File: src/rtl/logic_pkg.sv
// Shared definitions for the slice-serial logic unit: op encodings and FSM states.
package logic_pkg;

   localparam logic [1:0] OP_AND = 2'b00;
   localparam logic [1:0] OP_OR  = 2'b01;
   localparam logic [1:0] OP_XOR = 2'b10;
   localparam logic [1:0] OP_NOR = 2'b11;

   typedef enum logic [1:0] {
      IDLE = 2'd0,
      RUN  = 2'd1,
      DONE = 2'd2
   } state_t;

endpackage

File: src/rtl/logic_slice.sv
// Combinational SLICE-bit bitwise op selector.
module logic_slice
   import logic_pkg::*;
#(
   parameter int SLICE = 8
) (
   input  logic [SLICE-1:0] a,
   input  logic [SLICE-1:0] b,
   input  logic [1:0]       op,
   output logic [SLICE-1:0] y
);

   always_comb begin
      y = '0;
      case (op)
         OP_AND:  y = a & b;
         OP_OR:   y = a | b;
         OP_XOR:  y = a ^ b;
         default: y = ~(a | b);
      endcase
   end

endmodule

File: src/rtl/logic_unit_seq.sv
// Slice-serial bitwise logic unit: latches operands, emits SLICE result bits per
// cycle, then holds result and zero flag until the consumer takes them.
module logic_unit_seq
   import logic_pkg::*;
#(
   parameter int WIDTH = 32,
   parameter int SLICE = 8
) (
   input  logic             clk,
   input  logic             rst_n,
   input  logic             in_valid,
   output logic             in_ready,
   input  logic [1:0]       op,
   input  logic [WIDTH-1:0] a,
   input  logic [WIDTH-1:0] b,
   output logic             out_valid,
   input  logic             out_ready,
   output logic [WIDTH-1:0] result,
   output logic             zero
);

   localparam int NSLICE = WIDTH / SLICE;
   localparam int CW     = (NSLICE > 1) ? $clog2(NSLICE) : 1;

   generate
      if (SLICE < 1 || SLICE > WIDTH || (WIDTH % SLICE) != 0) begin : g_bad_param
         $error("logic_unit_seq: WIDTH must be a positive multiple of SLICE");
      end
   endgenerate

   state_t                        state;
   logic [CW-1:0]                 cnt;
   logic [1:0]                    op_q;
   logic [NSLICE-1:0][SLICE-1:0]  a_q, b_q, res_q;
   logic                          acc;
   logic [SLICE-1:0]              y;

   assign in_ready  = (state == IDLE);
   assign out_valid = (state == DONE);
   assign result    = res_q;

   logic_slice #(.SLICE(SLICE)) u_slice (
      .a  (a_q[cnt]),
      .b  (b_q[cnt]),
      .op (op_q),
      .y  (y)
   );

   // acc collects "any bit set" so the zero flag needs no wide reduction of result
   always_ff @(posedge clk) begin
      if (!rst_n) begin
         state <= IDLE;
         cnt   <= '0;
         op_q  <= '0;
         a_q   <= '0;
         b_q   <= '0;
         res_q <= '0;
         acc   <= 1'b0;
         zero  <= 1'b0;
      end else begin
         case (state)
            IDLE: if (in_valid) begin
               a_q   <= a;
               b_q   <= b;
               op_q  <= op;
               cnt   <= '0;
               res_q <= '0;
               acc   <= 1'b0;
               state <= RUN;
            end
            RUN: begin
               res_q[cnt] <= y;
               acc        <= acc | (|y);
               if (cnt == CW'(NSLICE - 1)) begin
                  zero  <= ~(acc | (|y));
                  state <= DONE;
               end else begin
                  cnt <= cnt + CW'(1);
               end
            end
            DONE: if (out_ready) state <= IDLE;
            default: state <= IDLE;
         endcase
      end
   end

endmodule

File: config.mk
export PLATFORM = sky130hd
export DESIGN_NAME = logic_unit_seq
export DESIGN_NICKNAME = d
export VERILOG_FILES = /design/src/rtl/logic_pkg.sv /design/src/rtl/logic_slice.sv /design/src/rtl/logic_unit_seq.sv
export SDC_FILE = /design/constraint.sdc
export NUM_CORES = 1
export LEC_CHECK = 0
export CORE_AREA = 10 10 105 107
export CTS_CLUSTER_SIZE = 10
export DETAILED_ROUTE_END_ITERATION = 12
export DIE_AREA = 0 0 115 117
export GPL_TIMING_DRIVEN = 0
export MAX_ROUTING_LAYER = met4
export PLACE_DENSITY = 0.9
export SLEW_MARGIN = 40
export SYNTH_ARGS = -nofsm -noshare
export SYNTH_HDL_FRONTEND = slang
export SYNTH_SLANG_ARGS = --single-unit
File: constraint.sdc
create_clock -name clk -period 4.7 [get_ports clk]
set_input_delay 1.175 -clock clk [delete_from_list [all_inputs] [get_ports clk]]
set_output_delay 1.175 -clock clk [all_outputs]
set_load 0.01 [all_outputs]
==> flow_summary.toml <==
[outcome]
outcome = "completed"

[worst_setup_path]
crit_buf_inv = 3
worst_path_max_delay_cell = "clkbuf_1"
cp.arrival_ps = 4180
cpPeakStageDelay_ps = 580
worstPathRequired_ps = 4960
crit_fanout = 10
cp_top_family = "buffers and inverters"
crit_type = "flop to flop"
worstPathCellList = "clkbuf_1 -> clkbuf_1 -> mux4_2 -> inv_1 -> ha_1 -> mux2_4 -> nand2_1 -> o21ai_0 -> or3_1 -> nor4_2 -> o21ai_0"
cp-start-kind = "flop"
end_kind = "flop"

[grt]
grt_pass1_wl_um = 21300
antenna_found_initial = 0
grt_pass1_vias = 4462
globalRouteOverflowTotal = 0
grt_max_degree = 18
track_usage_pct = 20.2

[floorplan]
die-area_um2 = 13500
ios = 105
coreArea_um2 = 9020
fp.dieW_um = 115
initial_core_util_pct = 53.4
die_h_um = 117
placementRows = 35

[final_layout]
antenna_cells = 0
drive_above_1_share_pct = 7.20
area_growth_pct = 29.1
layout_common_cells = "nand2_1 (144), dfxtp_1 (104), clkdlybuf4s50_1 (103)"
final_common_cell = "nand2_1"
final_net_count = 738
fillers = 670

[routing]
wl_per_cell_um = 17.4
via_count = 4247
dr.pass1.iters = 5
drt_iter0_markers = 331
ant_nets = 0
routed_wl_um = 13300
drc = 0
vias_per_cell = 5.56

[sta]
max_freq_mhz = 255
period_share_pct = 83.3
maxSlewViolCount = 0
tns_ps = 0
grt_setup_unrepaired = "false"
max-slew-margin-rel_pct = 38.3
tightest_slew_ps = 916
skew_ps = 8.64
period_minus_slack_ps = 3910
finalHoldViolations = 0
setup_violations = 0

[logic_synthesis]
ys_seq_area_share_pct = 43.2
synth-seq-cells = 104
syn_avg_cell_area_um2 = 9.02
synthCells = 534
synth_area_leaders = "dfxtp_1 (43%), nand2_1 (11%), a21boi_0 (10%), mux4_2 (7.5%), nor2b_1 (5.3%)"
yosys.area.top_type = "dfxtp_1"
syn_nets = 624
netlist.area_leader.share_pct = 43.2
synth.cell_area_um2 = 4820
ys_warn_count = 0
yosysUniqueCellTypes = 36

[pwr]
p_total_mw = 1.88
ir_drop_mv = 0.158
leakage_nw = 2.23
p_per_area_nw_per_um2 = 302

[clock_tree]
cts_tree = "done"
cts.repair.resized = 0
insertion_delay_ps = 380
clk_path_buf_depth = 2
clk_pin_slew_ps = 100
clock_sinks = 104
numCtsBuffers = 9
hold_buffers = 0
htree_levels = 3
post_cts_buffers = 0
cts_root_buf = "clkbuf_8"

[worst_hold_path]
hp-class = "flop to flop"

[place]
place_hpwl_um = 10000
gp_congestion = 0.867
port_buffers = 103

[run]
max-cap-violations = 0
==> area by class of cell <==
cell class                      instances  area [um^2]  share of cell area, %
Inverter                               20         75.1                   1.21
Clock buffer                           10          138                   2.21
Multi-Input combinational cell        372         2490                   40.1
Timing Repair Buffer                  103         1030                   16.6
Sequential cell                       104         2080                   33.5
Tap cell                              111          139                   2.23
Buffer                                 38          165                   2.66
Clock inverter                          6         92.6                   1.49
==> Yosys cell counts (all sizes together) <==
| master | n |
|---|---|
| nor3b | 1 |
| nand4 | 1 |
| a21oi | 4 |
| a22oi | 33 |
| mux2i | 1 |
| o21a | 1 |
| a21boi | 66 |
| inv | 20 |
| mux4 | 16 |
| a31o | 1 |
| nor4 | 1 |
| nand2b | 1 |
| nor2 | 9 |
| or3 | 1 |
| and2b | 2 |
| clkbuf | 25 |
| or4 | 1 |
| ha | 20 |
| mux2 | 4 |
| o21ai | 12 |
| nor2b | 41 |
| o21bai | 3 |
| and2 | 4 |
| nand2 | 145 |
| dfxtp | 104 |
| buf | 13 |
| nor3 | 4 |
==> kinds of logic (layout without fill, tap and decap cells) <==
| kind of cell | Yosys count | count (layout) | share of synthesized area [%] |
|---|---|---|---|
| simple gates | 211 | 211 | 19.7 |
| compound gates | 120 | 120 | 18.1 |
| flops | 104 | 104 | 43.2 |
| buf+inv | 58 | 177 | 4.99 |
| mux | 21 | 21 | 8.78 |
| fa+ha+maj | 20 | 20 | 5.20 |
==> worst min-delay path, cell delays in order (launching register included) <==
cell	delay [ps]
dfxtp_1	320
nand2_1	40
a21boi_0	60
==> metrics by stage <==
stage	cells	setup slack [ps]	instance area, um^2	util [%]	hold slack (ps)
after CTS	764	869	6220	68.9	467
after detailed placement	748	936	5990	66.4	453
after global placement	748	1030	5990	66.4	448
after floorplan	534	1440	4820	-	440
final	764	785	6220	68.9	464
after global routing	764	588	6220	68.9	494
==> final timing paths <==
kind                start  endpoint  slack, ps  cells after the start
hold / removal    b_q[27]   b_q[27]        460                      2
hold reg to reg   b_q[27]   b_q[27]        460                      2
setup reg to reg   cnt[1]       acc        790                     11
setup / recovery   cnt[1]       acc        790                     11
==> where the power goes <==
group          total [mW]  switching (mW)  internal (mW)
combinational       0.296           0.149          0.146
sequential          0.941          0.0228          0.918
clock               0.639           0.322          0.316
total                1.88           0.494           1.38
==> per-layer routing <==
layer  track usage [%]  vias to the layer above  wire, um
met5                 -                        -         0
met4              8.25                        0       300
met3              3.87                       27       795
met2              34.9                      166      6780
met1              22.6                     2035      5390
li1                  -                     2019         -
==> registers in the layout (all words and copies together) (netlist names) <==
signal and cells:
a_q 32, acc 1, b_q 32, cnt 2, op_q 2, result 32, state 2, zero 1
Note: power is estimated with default switching activity, not from simulation.
==> variant 1, RTL diff (same settings) <==
`WIDTH`: 32 -> 16.
--- a/src/rtl/logic_unit_seq.sv
+++ b/src/rtl/logic_unit_seq.sv
@@ -4,5 +4,5 @@
    import logic_pkg::*;
 #(
-   parameter int WIDTH = 32,
+   parameter int WIDTH = 16,
    parameter int SLICE = 8
 ) (
Interface: changed (resized a, b and result); port bits go from 105 to 57. The function was not compared with the original's and may differ.
==> variant 1 against the unedited design <==
Worst setup slack better by 0.19 ns; sequential cell count is 49 lower; wire length is 48% lower; worst hold slack better by 0.0051 ns; clock skew is 0.00071 ns lower; power is 45% lower; design area is 43% lower; clock power is 49% lower; sequential share of layout area is 2.1 points lower; global-route usage is 9.6 points lower; first-iteration DRC count is 63% lower; area after synthesis is 44% lower; critical path type unchanged; critical endpoint unchanged.
==> variant 1: results (changes against the unedited design) <==
- Pwr dens: 293 nW/um^2 (was 302 nW/um^2)
- Met3 WL: 353 um (was 795 um)
- All-layer global routing usage: 0.107 (was 0.202)
- Share of post-route cells with drive strength above 1: 0.0299 (was 0.0720)
- Register area share after synthesis: 0.407 (was 0.432)
- Gpl congestion: 0.812 (was 0.867)
- Post-Syn Nets: 359 (was 624)
- Clock Latency Late Sink: 0.31 ns (was 0.38 ns)
- Data arrival, critical path: 3.94 ns (was 4.18 ns)
- # port buffers: 55 (was 103)
- Met3 GRT Util: 0.0275 (was 0.0387)
- Post-CTS Setup Bufs: 0 (unchanged)
- Via density: 4.66 (was 5.56)
- Met2 Track Usage GR: 0.181 (was 0.349)
- Fill cell count: 926 (was 670)
- First drt pass iteration count: 4 (was 5)
- Static Leak: 1.40 nW (was 2.23 nW)
- Sequential cell count: 55 (was 104)
- Max transition margin: 0.503 (was 0.383)
- Outcome: finished clean (unchanged)
- First-pass GRT wire length: 11300 um (was 21300 um)
- H-Tree Depth: 2 (was 3)
- Met1 WL: 3120 um (was 5390 um)
- Async set-reset flop share out of synthesis: 0 (unchanged)
- Fraction of area in multi-input gates: 0.413 (was 0.401)
- Vias in the first global route: 2385 (was 4462)
- VDD IR max: 132 uV (was 158 uV)
- Area contributors post-synth: dfxtp_1 41%, mux2i_1 11%, nand2_1 10% (was dfxtp_1 43%, nand2_1 11%, a21boi_0 10%)
- Final wirelength: 6940 um (was 13300 um)
- CLK BUF: 6 (was 10)
- Bufs w/o clock: 75 (was 141)
- Post-DP HPWL: 5540 um (was 10000 um)
- Drt initial violations: 122 (was 331)
- Grt met1 use: 0.124 (was 0.226)
- Largest net degree at the start of global routing: 17 (was 18)
- Comb_multi_in: 214 (was 372)
- Inverter count: 16 (was 20)
- # nets final: 421 (was 738)
- Distinct cells, synth: 23 (was 36)
- Most instantiated cells after synthesis: 72 x nand2_1, 55 x dfxtp_1, 34 x a21boi_0 (was 144 x nand2_1, 104 x dfxtp_1, 66 x a21boi_0)
- Worst Clk Skew: 0.00792 ns (was 0.00864 ns)
- Metal2 WL: 3410 um (was 6780 um)
==> variant 1: cell count changes after synthesis, moves of 6 or more <==
cell / change
mux2i_1: +29
nor2_1: -6
nand2_1: -72
a22oi_1: -17
a21boi_0: -32
mux4_2: -16
o21ai_0: -9
dfxtp_1: -49
xor2_1: +8
nor2b_1: -18
clkbuf_1: -11
==> variant 1: per-stage QoR <==
| step | area (um^2) | worst slack [ns] | hold slack (ns) | power, mW | std cells |
|---|---|---|---|---|---|
| 2_1_floorplan | 2710 | 1.51 | 0.443 | 0.638 | 305 |
| 4_1_cts | 3510 | 1.00 | 0.471 | 1.03 | 479 |
| 5_1_grt | 3510 | 0.763 | 0.498 | 1.08 | 479 |
| 6_report | 3510 | 0.978 | 0.469 | 1.03 | 479 |
| 3_3_place_gp | 3390 | 1.07 | 0.452 | 0.703 | 471 |
| 3_5_place_dp | 3390 | 1.01 | 0.458 | 0.714 | 471 |
==> variant 1: kinds of logic (layout without fill, tap and decap cells) <==
kind of cell    count (synthesis)  count (layout)  synth area share
simple gates                  104             104             0.172
compound gates                 56              56             0.154
flops                          55              55             0.407
buf+inv                        36              99            0.0569
mux                            30              30             0.111
fa+ha+maj                      16              16            0.0740
xor+xnor                        8               8            0.0259
==> variant 1: final timing paths <==
| check | from | end | slack, ns | depth (start not counted) |
|---|---|---|---|---|
| worst max register to register | cnt | acc | 0.98 | 9 |
| worst max-delay path | cnt | acc | 0.98 | 9 |
| worst min register to register | b_q[7] | b_q[7] | 0.47 | 2 |
| worst min-delay path | b_q[7] | b_q[7] | 0.47 | 2 |
==> variant 1: report_power, final <==
part	internal [mW]	switching [mW]	leakage (nW)	total, mW
Clock	0.173	0.153	0.0612	0.326
Sequential	0.490	0.0123	0.449	0.503
Combinational	0.0948	0.107	0.887	0.201
Total	0.758	0.272	1.40	1.03
==> variant 2, RTL diff (config.mk and constraints unchanged) <==
Made on the original files. Re-encode `state_t` (3 states) as one-hot, 3 bits wide.
--- a/src/rtl/logic_pkg.sv
+++ b/src/rtl/logic_pkg.sv
@@ -7,8 +7,8 @@
    localparam logic [1:0] OP_NOR = 2'b11;
 
-   typedef enum logic [1:0] {
-      IDLE = 2'd0,
-      RUN  = 2'd1,
-      DONE = 2'd2
+   typedef enum logic [2:0] {
+      IDLE = 3'b001,
+      RUN  = 3'b010,
+      DONE = 3'b100
    } state_t;
 
Formal check against the unedited RTL: no difference found for any inputs over 10 cycles, from zero or initial values and one cycle with rst_n low; not proved beyond that.
==> variant 2 against the unedited design <==
Area after synthesis is 1.8% higher; wire length down 2.1%; design area rose by 0.68%; sequential cell count increased by 1; critical endpoint unchanged; worst setup slack gained 0.64 ns; power decreased by 4.6%; critical path type unchanged.
==> variant 2: results (changes against the unedited design) <==
- R2R Setup Slk: 1.42 ns (was 0.79 ns)
- Share of post-route cells with drive strength above 1: 0.102 (was 0.0720)
- Inverter count: 18 (was 20)
- Seq/total area: 0.336 (was 0.335)
- Met3 WL: 784 um (was 795 um)
- Dpl cell area: 6070 um^2 (was 5990 um^2)
- Area occupied by multi-input gates: 2530 um^2 (was 2490 um^2)
- Met1 WL: 5270 um (was 5390 um)
- Metal2 WL: 6670 um (was 6780 um)
- Register area: 2100 um^2 (was 2080 um^2)
- Clk tree area frac: 0.0300 (was 0.0370)
- Placed insts: 752 (was 748)
- Clock sink count: 105 (was 104)
- # nets final: 742 (was 738)
- Drt initial violations: 273 (was 331)
- Grt met1 use: 0.232 (was 0.226)
- Vias in the first global route: 4346 (was 4462)
- WL per Instance: 16.9 um (was 17.4 um)
- Met2 Track Usage GR: 0.341 (was 0.349)
- Sw Ratio: 0.280 (was 0.264)
- Pwr dens: 286 nW/um^2 (was 302 nW/um^2)
- Post-Syn Area per Cell: 9.11 um^2 (was 9.02 um^2)
- Outcome: finished clean (unchanged)
- VDD IR max: 145 uV (was 158 uV)
- Most instantiated cells after synthesis: 143 x nand2_1, 105 x dfxtp_1, 66 x a21boi_1 (was 144 x nand2_1, 104 x dfxtp_1, 66 x a21boi_0)
- All-layer global routing usage: 0.200 (was 0.202)
- Dpl ws: 1.47 ns (was 0.936 ns)
- Final wirelength: 13000 um (was 13300 um)
- Static Leak: 2.30 nW (was 2.23 nW)
- First-pass GRT wire length: 21000 um (was 21300 um)
- Post-Syn Nets: 628 (was 624)
variant 2: changes by cell type after synthesis, moves of 6 or more:
cell | unedited run | this run
o21ai_0 | 9 | 1
clkbuf_1 | 25 | 17
a21boi_0 | 66 | 0
buf_2 | 3 | 13
buf_1 | 7 | 1
a21boi_1 | 0 | 66
variant 2: cells by family after synthesis:
group / after synthesis / share of synthesized area
buffers and inverters: 57 / 0.0546
AND/OR/NAND/NOR: 215 / 0.200
AO/OA/AOI/OAI: 121 / 0.181
adder cells (fa/ha/maj): 20 / 0.0511
multiplexers: 20 / 0.0842
flip-flops: 105 / 0.429
variant 2: critical path: stages, from the launching register on:
cell and delay [ns]:
dfxtp_1 0.37, buf_2 0.34, clkbuf_1 0.55, mux4_2 0.45, inv_1 0.08, ha_1 0.23, mux2_1 0.28, nand2_1 0.06
o21ai_1 0.20, nor3_1 0.25, nand3_1 0.13, a31o_1 0.23
